[src/rtl/reg16_byte_unloader_pkg.sv]
// Shared definitions for the 16-bit word unloader and its bus-side loader twin.
// Holds state encoding, default bus width and byte-order constants.
package reg16_byte_unloader_pkg;

  localparam int BUS_W_DEF = 8;

  typedef enum logic [1:0] {
    IDLE  = 2'b00,
    BYTE0 = 2'b01,
    BYTE1 = 2'b10
  } state_e;

  localparam logic ORDER_LO_FIRST = 1'b0;
  localparam logic ORDER_HI_FIRST = 1'b1;

endpackage

[src/rtl/reg16_byte_unloader_word_shadow.sv]
// Capture register holding the word for the duration of a transfer.
// Loads on enable, clears asynchronously on reset.
module reg16_byte_unloader_word_shadow #(
  parameter int W = 16
) (
  input  logic         clk_i,
  input  logic         rst_i,
  input  logic         load_i,
  input  logic [W-1:0] d_i,
  output logic [W-1:0] q_o
);

  logic [W-1:0] word_q;

  always_ff @(posedge clk_i or posedge rst_i) begin
    if (rst_i) begin
      word_q <= '0;
    end else if (load_i) begin
      word_q <= d_i;
    end
  end

  assign q_o = word_q;

endmodule

[src/rtl/reg16_byte_unloader.sv]
// Unloads a captured 2*BUS_W word onto the byte bus as two handshaked bytes.
// Outputs decode only registered state, so none depends on start or ready.
module reg16_byte_unloader
  import reg16_byte_unloader_pkg::*;
#(
  parameter int BUS_W = BUS_W_DEF
) (
  input  logic               clk_i,
  input  logic               rst_i,
  input  logic [2*BUS_W-1:0] in_i,
  input  logic               start_i,
  input  logic               hi_first_i,
  output logic [BUS_W-1:0]   bus_out_o,
  output logic               bus_valid_o,
  input  logic               bus_ready_i,
  output logic               busy_o,
  output logic               done_o
);

  state_e             state_q, state_d;
  logic               order_q, order_d;
  logic               done_q, done_d;
  logic               load;
  logic [2*BUS_W-1:0] shadow;
  logic [BUS_W-1:0]   byte_hi, byte_lo;

  reg16_byte_unloader_word_shadow #(
    .W(2*BUS_W)
  ) u_shadow (
    .clk_i  (clk_i),
    .rst_i  (rst_i),
    .load_i (load),
    .d_i    (in_i),
    .q_o    (shadow)
  );

  assign byte_hi = shadow[2*BUS_W-1:BUS_W];
  assign byte_lo = shadow[BUS_W-1:0];

  always_ff @(posedge clk_i or posedge rst_i) begin
    if (rst_i) begin
      state_q <= IDLE;
      order_q <= ORDER_LO_FIRST;
      done_q  <= 1'b0;
    end else begin
      state_q <= state_d;
      order_q <= order_d;
      done_q  <= done_d;
    end
  end

  always_comb begin
    state_d = state_q;
    order_d = order_q;
    done_d  = 1'b0;
    load    = 1'b0;
    unique case (state_q)
      IDLE: begin
        if (start_i) begin
          load    = 1'b1;
          order_d = hi_first_i;
          state_d = BYTE0;
        end
      end
      BYTE0: begin
        if (bus_ready_i) begin
          state_d = BYTE1;
        end
      end
      BYTE1: begin
        if (bus_ready_i) begin
          state_d = IDLE;
          done_d  = 1'b1;
        end
      end
      default: state_d = IDLE;
    endcase
  end

  always_comb begin
    bus_out_o   = '0;
    bus_valid_o = 1'b0;
    busy_o      = 1'b0;
    unique case (state_q)
      BYTE0: begin
        bus_valid_o = 1'b1;
        busy_o      = 1'b1;
        bus_out_o   = (order_q == ORDER_HI_FIRST) ? byte_hi : byte_lo;
      end
      BYTE1: begin
        bus_valid_o = 1'b1;
        busy_o      = 1'b1;
        bus_out_o   = (order_q == ORDER_HI_FIRST) ? byte_lo : byte_hi;
      end
      default: ;
    endcase
  end

  assign done_o = done_q;

endmodule

[config.mk]
export PLATFORM = sky130hd
export DESIGN_NAME = reg16_byte_unloader
export DESIGN_NICKNAME = d
export VERILOG_FILES = /design/src/rtl/reg16_byte_unloader_pkg.sv /design/src/rtl/reg16_byte_unloader_word_shadow.sv /design/src/rtl/reg16_byte_unloader.sv
export SDC_FILE = /design/constraint.sdc
export NUM_CORES = 1
export LEC_CHECK = 0
export ABC_AREA = 1
export CELL_PAD_IN_SITES_DETAIL_PLACEMENT = 1
export CELL_PAD_IN_SITES_GLOBAL_PLACEMENT = 1
export CORE_ASPECT_RATIO = 1.2
export CORE_MARGIN = 8
export CORE_UTILIZATION = 34
export DETAILED_ROUTE_END_ITERATION = 10
export PLACE_DENSITY_LB_ADDON = 0.1
export SYNTH_ARGS = -nofsm -noshare
export SYNTH_HDL_FRONTEND = slang
export SYNTH_HIERARCHICAL = 1
export SYNTH_SLANG_ARGS = --single-unit
export TNS_END_PERCENT = 30
[constraint.sdc]
create_clock -name clk_i -period 1.75 [get_ports clk_i]
set_input_delay 0.4375 -clock clk_i [delete_from_list [all_inputs] [get_ports clk_i]]
set_output_delay 0.4375 -clock clk_i [all_outputs]
set_load 0.01 [all_outputs]
# ---- Word-level counts from Yosys, hierarchy flattened
# Index checks and enable logic that the tools add are counted.
dict set report totals {
  ff_bits 20
  latch_bits 0
  mem_bits_rw 0
  mem_bits_ro 0
  inputBits 21
  output_inout_bits 11
  mem_count 0
}
dict set report op_classes {
  addsub 0
  mul 0
  div 0
  order_cmp 0
  n_eq_ne 5
  shifts 0
  n_mux 12
  n_bitwise 0
  n_reduce_logical 4
}
# operator count
set ops {}
lappend ops {{8-bit two-way mux} 2}
lappend ops {{8-bit case mux with 2 select lines} 1}
lappend ops {{2-bit two-way mux} 3}
lappend ops {{2-bit inequality test (second input constant)} 3}
lappend ops {{2-bit case mux with 3 select lines} 1}
lappend ops {{1-bit two-way mux} 5}
lappend ops {{3-bit AND reduction} 1}
lappend ops {{2-bit by 1-bit equality test with 1-bit output (second input constant)} 1}
lappend ops {{2-bit equality test (second input constant)} 1}
lappend ops {{2-bit logical NOT} 1}
lappend ops {{2-bit AND reduction} 1}
lappend ops {{2-bit OR reduction} 1}

# ---- Longest topological paths before layout
dict set report logic_depth {
  word_depth 3
  mapped_depth 9
}

# ---- Modules after synthesis
# The synthesis kept the hierarchy.
# mod n_inst cells_per_inst area_per_inst_um2
set by_module_without_submodules {}
lappend by_module_without_submodules {reg16_byte_unloader_word_shadow 1 69 648.1}
lappend by_module_without_submodules {reg16_byte_unloader 1 108 613.1}

# ---- Worst setup path before layout
# Ideal clock, no wire load.
dict set report synth_path {
  kind {reg2out}
  from {register state_q[0]}
  to {output bus_out_o[0]}
  arrival_ns 1.134
  required_time_ns 1.312
  slack_ns 0.179
  stages_incl_launch_ff 5
  path_cell_list {dfrtp_1 > inv_1 > ha_1 > inv_1 > a21oi_1}
}
dict set report synth_between {
  elab_chain_cells 2
  word_cells_on_any_way 3
  classes_between {eq/ne: 2; mux: 1}
}
# item line
set synth_rtl {}
lappend synth_rtl {{start: declaration} reg16_byte_unloader.sv:20} ;# state_e state_q, state_d;
lappend synth_rtl {{start signal: assignment} reg16_byte_unloader.sv:46} ;# state_q <= state_d;
lappend synth_rtl {{2-bit equality test / 2-bit by 1-bit equality test with 1-bit output (equally long branches)} reg16_byte_unloader.sv:84} ;# unique case (state_q)
lappend synth_rtl {{8-bit case mux with 2 select lines (*)} reg16_byte_unloader.sv:84}
lappend synth_rtl {{end: declaration} reg16_byte_unloader.sv:13} ;# output logic [BUS_W-1:0] bus_out_o,
# Mark *: on every way between the ends. The rest lies on a longest branch, timed or not.

# ---- Final worst setup path
dict set report layout_path {
  from {register state_q[0]}
  to {output bus_out_o[6]}
}
# Same word-level chain as after synthesis.

==> impl_results.md <==
- Antenna violations before repair: 0
- HP Class: in -> async
- Largest net degree at the start of global routing: 18
- Failing checks: negative setup slack
- Worst path top cell family by delay: flip-flops
- Gr ovfl total: 0
- CTS tree: built
- TNS Setup: -0.588 ns
- Fmax achieved: 540 MHz
- Pwr Total: 3.11 mW
- Vias per cell: 4.73
- # placed instances: 249
- RePlAce Congestion: 0.733
- Cell area power density: 1760 nW/um2
- Crit-path max cell delay: 0.40 ns
- Row cnt: 24
- DRT Wirelength: 3690 um
- ANT cells: 0
- Commonest non-fill, non-tap cell in the layout: nand2_1
- Worst Tran Pin Value: 0.259 ns
- Synth Cell Area: 1260 um2
- Final cycle utilization of the critical path: 1.06
- CP Cell Sequence: inv_2, ha_4, buf_6, nand3_2, a21oi_2, buf_2
- Cell depth of the worst flop-to-flop path: 8
- VDD IR max: 0.509 mV
- CTS H-tree lvls: 1
- Status: complete, but fails checks
- Syn_nets: 203
- Worst Path Arrival: 1.42 ns
- Reg area: 500 um2
- Number of DRC markers in iteration 0: 18
- Chip width: 71.6 um
- DP Wirelength: 2750 um
- Worst EP required: 1.31 ns
- Sw Share: 0.454
- Peak fanout along the critical path: 8
- CTS root buf: clkbuf_8
- Critical path depth in cells: 6
- Multi-input logic area: 656 um2
- Internal power: 1.70 mW
- WS Path Type: reg -> out
- Yosys cell types: 16
- Sequential power share: 0.262
- Post-synthesis sequential area ratio: 0.397
- RSZ-0062 raised after global routing: yes
- Core area: 3600 um2
- Worst R2R Setup Slack: 0.14 ns
- Comb pwr share: 0.625
- Commonest non-fill, non-tap cells in the layout: nand2_1, inv_1, clkdlybuf4s50_1
- Fin crit period: 1.85 ns
- Final Net Count: 246
- Vias in the first global route: 1,377
- Maxcap violations: 0
- P_sw: 1.41 mW
- Post-DRT Antenna Nets: 0
- FF-to-FF Start: state_q[0]
- Worst slew margin: 0.827
- Mapped Cells: 177
- Final core utilization: 0.492
- Final hold vios: 0
- Final setup viols: 8
- Clock Power Share: 0.113
- Setup Skew: 0.00277 ns
- CTS clock-pin slew for the worst setup and hold paths: 0.08 ns
- Global-route wire length before repair: 6190 um
- Via Count: 1,221
- Fin Hold WS: 0.416 ns
- Total I/O pin count: 32
- Drt pass-1 iters: 4
- FILL cells: 460
- WL per Instance: 14.3 um
- Clock Tree Buf Depth: 2
- Layout cells sized above 1: 0.260
- Yosys top cell area share: 0.397
- Post-route setup slack: -0.103 ns
- Yosys reg bits: 20
- Startpoint types: flop
- Hold Buf Count CTS: 0
- Design area: 1770 um2
- Static Leak: 0.936 nW
- Area leader, netlist: dfrtp_1
- Critical R2R Capture: state_q[0]
- # DRC: 0
- Synth area leaders: dfrtp_1, nand2_1, inv_1, nand3_1, ha_1
- Clk_lat worst skew: 0.25 ns
- CP Capture Type: output pin
- Clk sinks: 20
- Total GRT Usage: 0.133
- Worst Path Buf+Inv: 3
- Port Buffers: 31
- Max Slew Vio Count: 0
- Synthesis warning total: 6
- Starting density of the core: 0.350
- Die ar.: 5920 um2
- Placed Area: 1620 um2
- Area delta synth->final: 40.5%
- Avg Cell Area, Syn: 7.13 um2
- Final non-filler cell total: 258
- Place WS: -0.491 ns
- Die Y: 82.7 um
- TritonCTS Buffers: 3
- Slowest CP cell: dfrtp_1
-- timing repair --
action / CTS / global route
buffers inserted: 5 / 0
resized for setup: 62 / 5
endpoints found under the setup margin: 10 / 9
pin swaps: 9 / 5
-- metal layers --
layer  global-route usage  wire length, um  up-vias
met5                    0                0        -
met4               0.0470               44        0
met3               0.0314              155        4
met2                0.259             2010       17
met1                0.134             1480      589
li1                     -                -      611
-- worst max path at each step --
stage / slack (ns) / from / endpoint
global route: -0.19 / state_q[1] / bus_out_o[2]
CTS: -0.12 / state_q[0] / bus_out_o[6]
floorplan: 0.18 / state_q[0] / bus_out_o[0]
detailed placement: -0.49 / state_q[0] / bus_out_o[3]
global placement: -0.44 / state_q[1] / bus_out_o[5]
finish: -0.10 / state_q[0] / bus_out_o[6]
-- power groups by stage --
stage / Sequential (mW) / Clock, mW / Combinational (mW)
floorplan: 0.783 / 0 / 1.17
global placement: 0.818 / 0 / 1.68
detailed placement: 0.827 / 0 / 1.76
CTS: 0.818 / 0.369 / 1.95
global route: 0.847 / 0.384 / 2.18
finish: 0.817 / 0.352 / 1.95
-- cells by family (layout without fill, tap and decap cells) --
group | Yosys count | count (layout) | synth area share
simple gates | 107 | 107 | 0.352
buf+inv | 35 | 77 | 0.160
fa+ha+maj | 5 | 5 | 0.0496
compound gates | 10 | 10 | 0.0417
flops | 20 | 20 | 0.397
-- synthesized netlist by cell type --
| library cell | number |
|---|---|
| buf_4 | 2 |
| buf_6 | 5 |
| inv_1 | 24 |
| nand2_2 | 6 |
| inv_6 | 1 |
| nand3_1 | 17 |
| buf_2 | 1 |
| ha_1 | 5 |
| a21oi_1 | 8 |
| o21bai_1 | 1 |
| nand3_2 | 1 |
| o21ai_0 | 1 |
| nand2_1 | 83 |
| buf_12 | 1 |
| dfrtp_1 | 20 |
| inv_4 | 1 |
-- worst register-to-register path: stages (launching register included) --
cell and delay, ns:
dfrtp_1 0.40, buf_4 0.15, ha_4 0.18, buf_6 0.14, buf_4 0.12, o21bai_1 0.24
nand2_1 0.13, nand2_1 0.09, nand2_1 0.05
-- state kept, by name, indices dropped and copies added (netlist names) --
signal        flops
u_shadow/q_o     16
state_q           2
done_o            1
order_q           1
-- area by class of cell --
type | count | share of cell area
inverters | 26 | 0.0607
repair buffers | 47 | 0.228
well taps | 39 | 0.0275
clock buffers | 4 | 0.0311
multi-input cells | 122 | 0.370
flip-flops and latches | 20 | 0.282
Note: power is estimated with default switching activity, not from simulation.
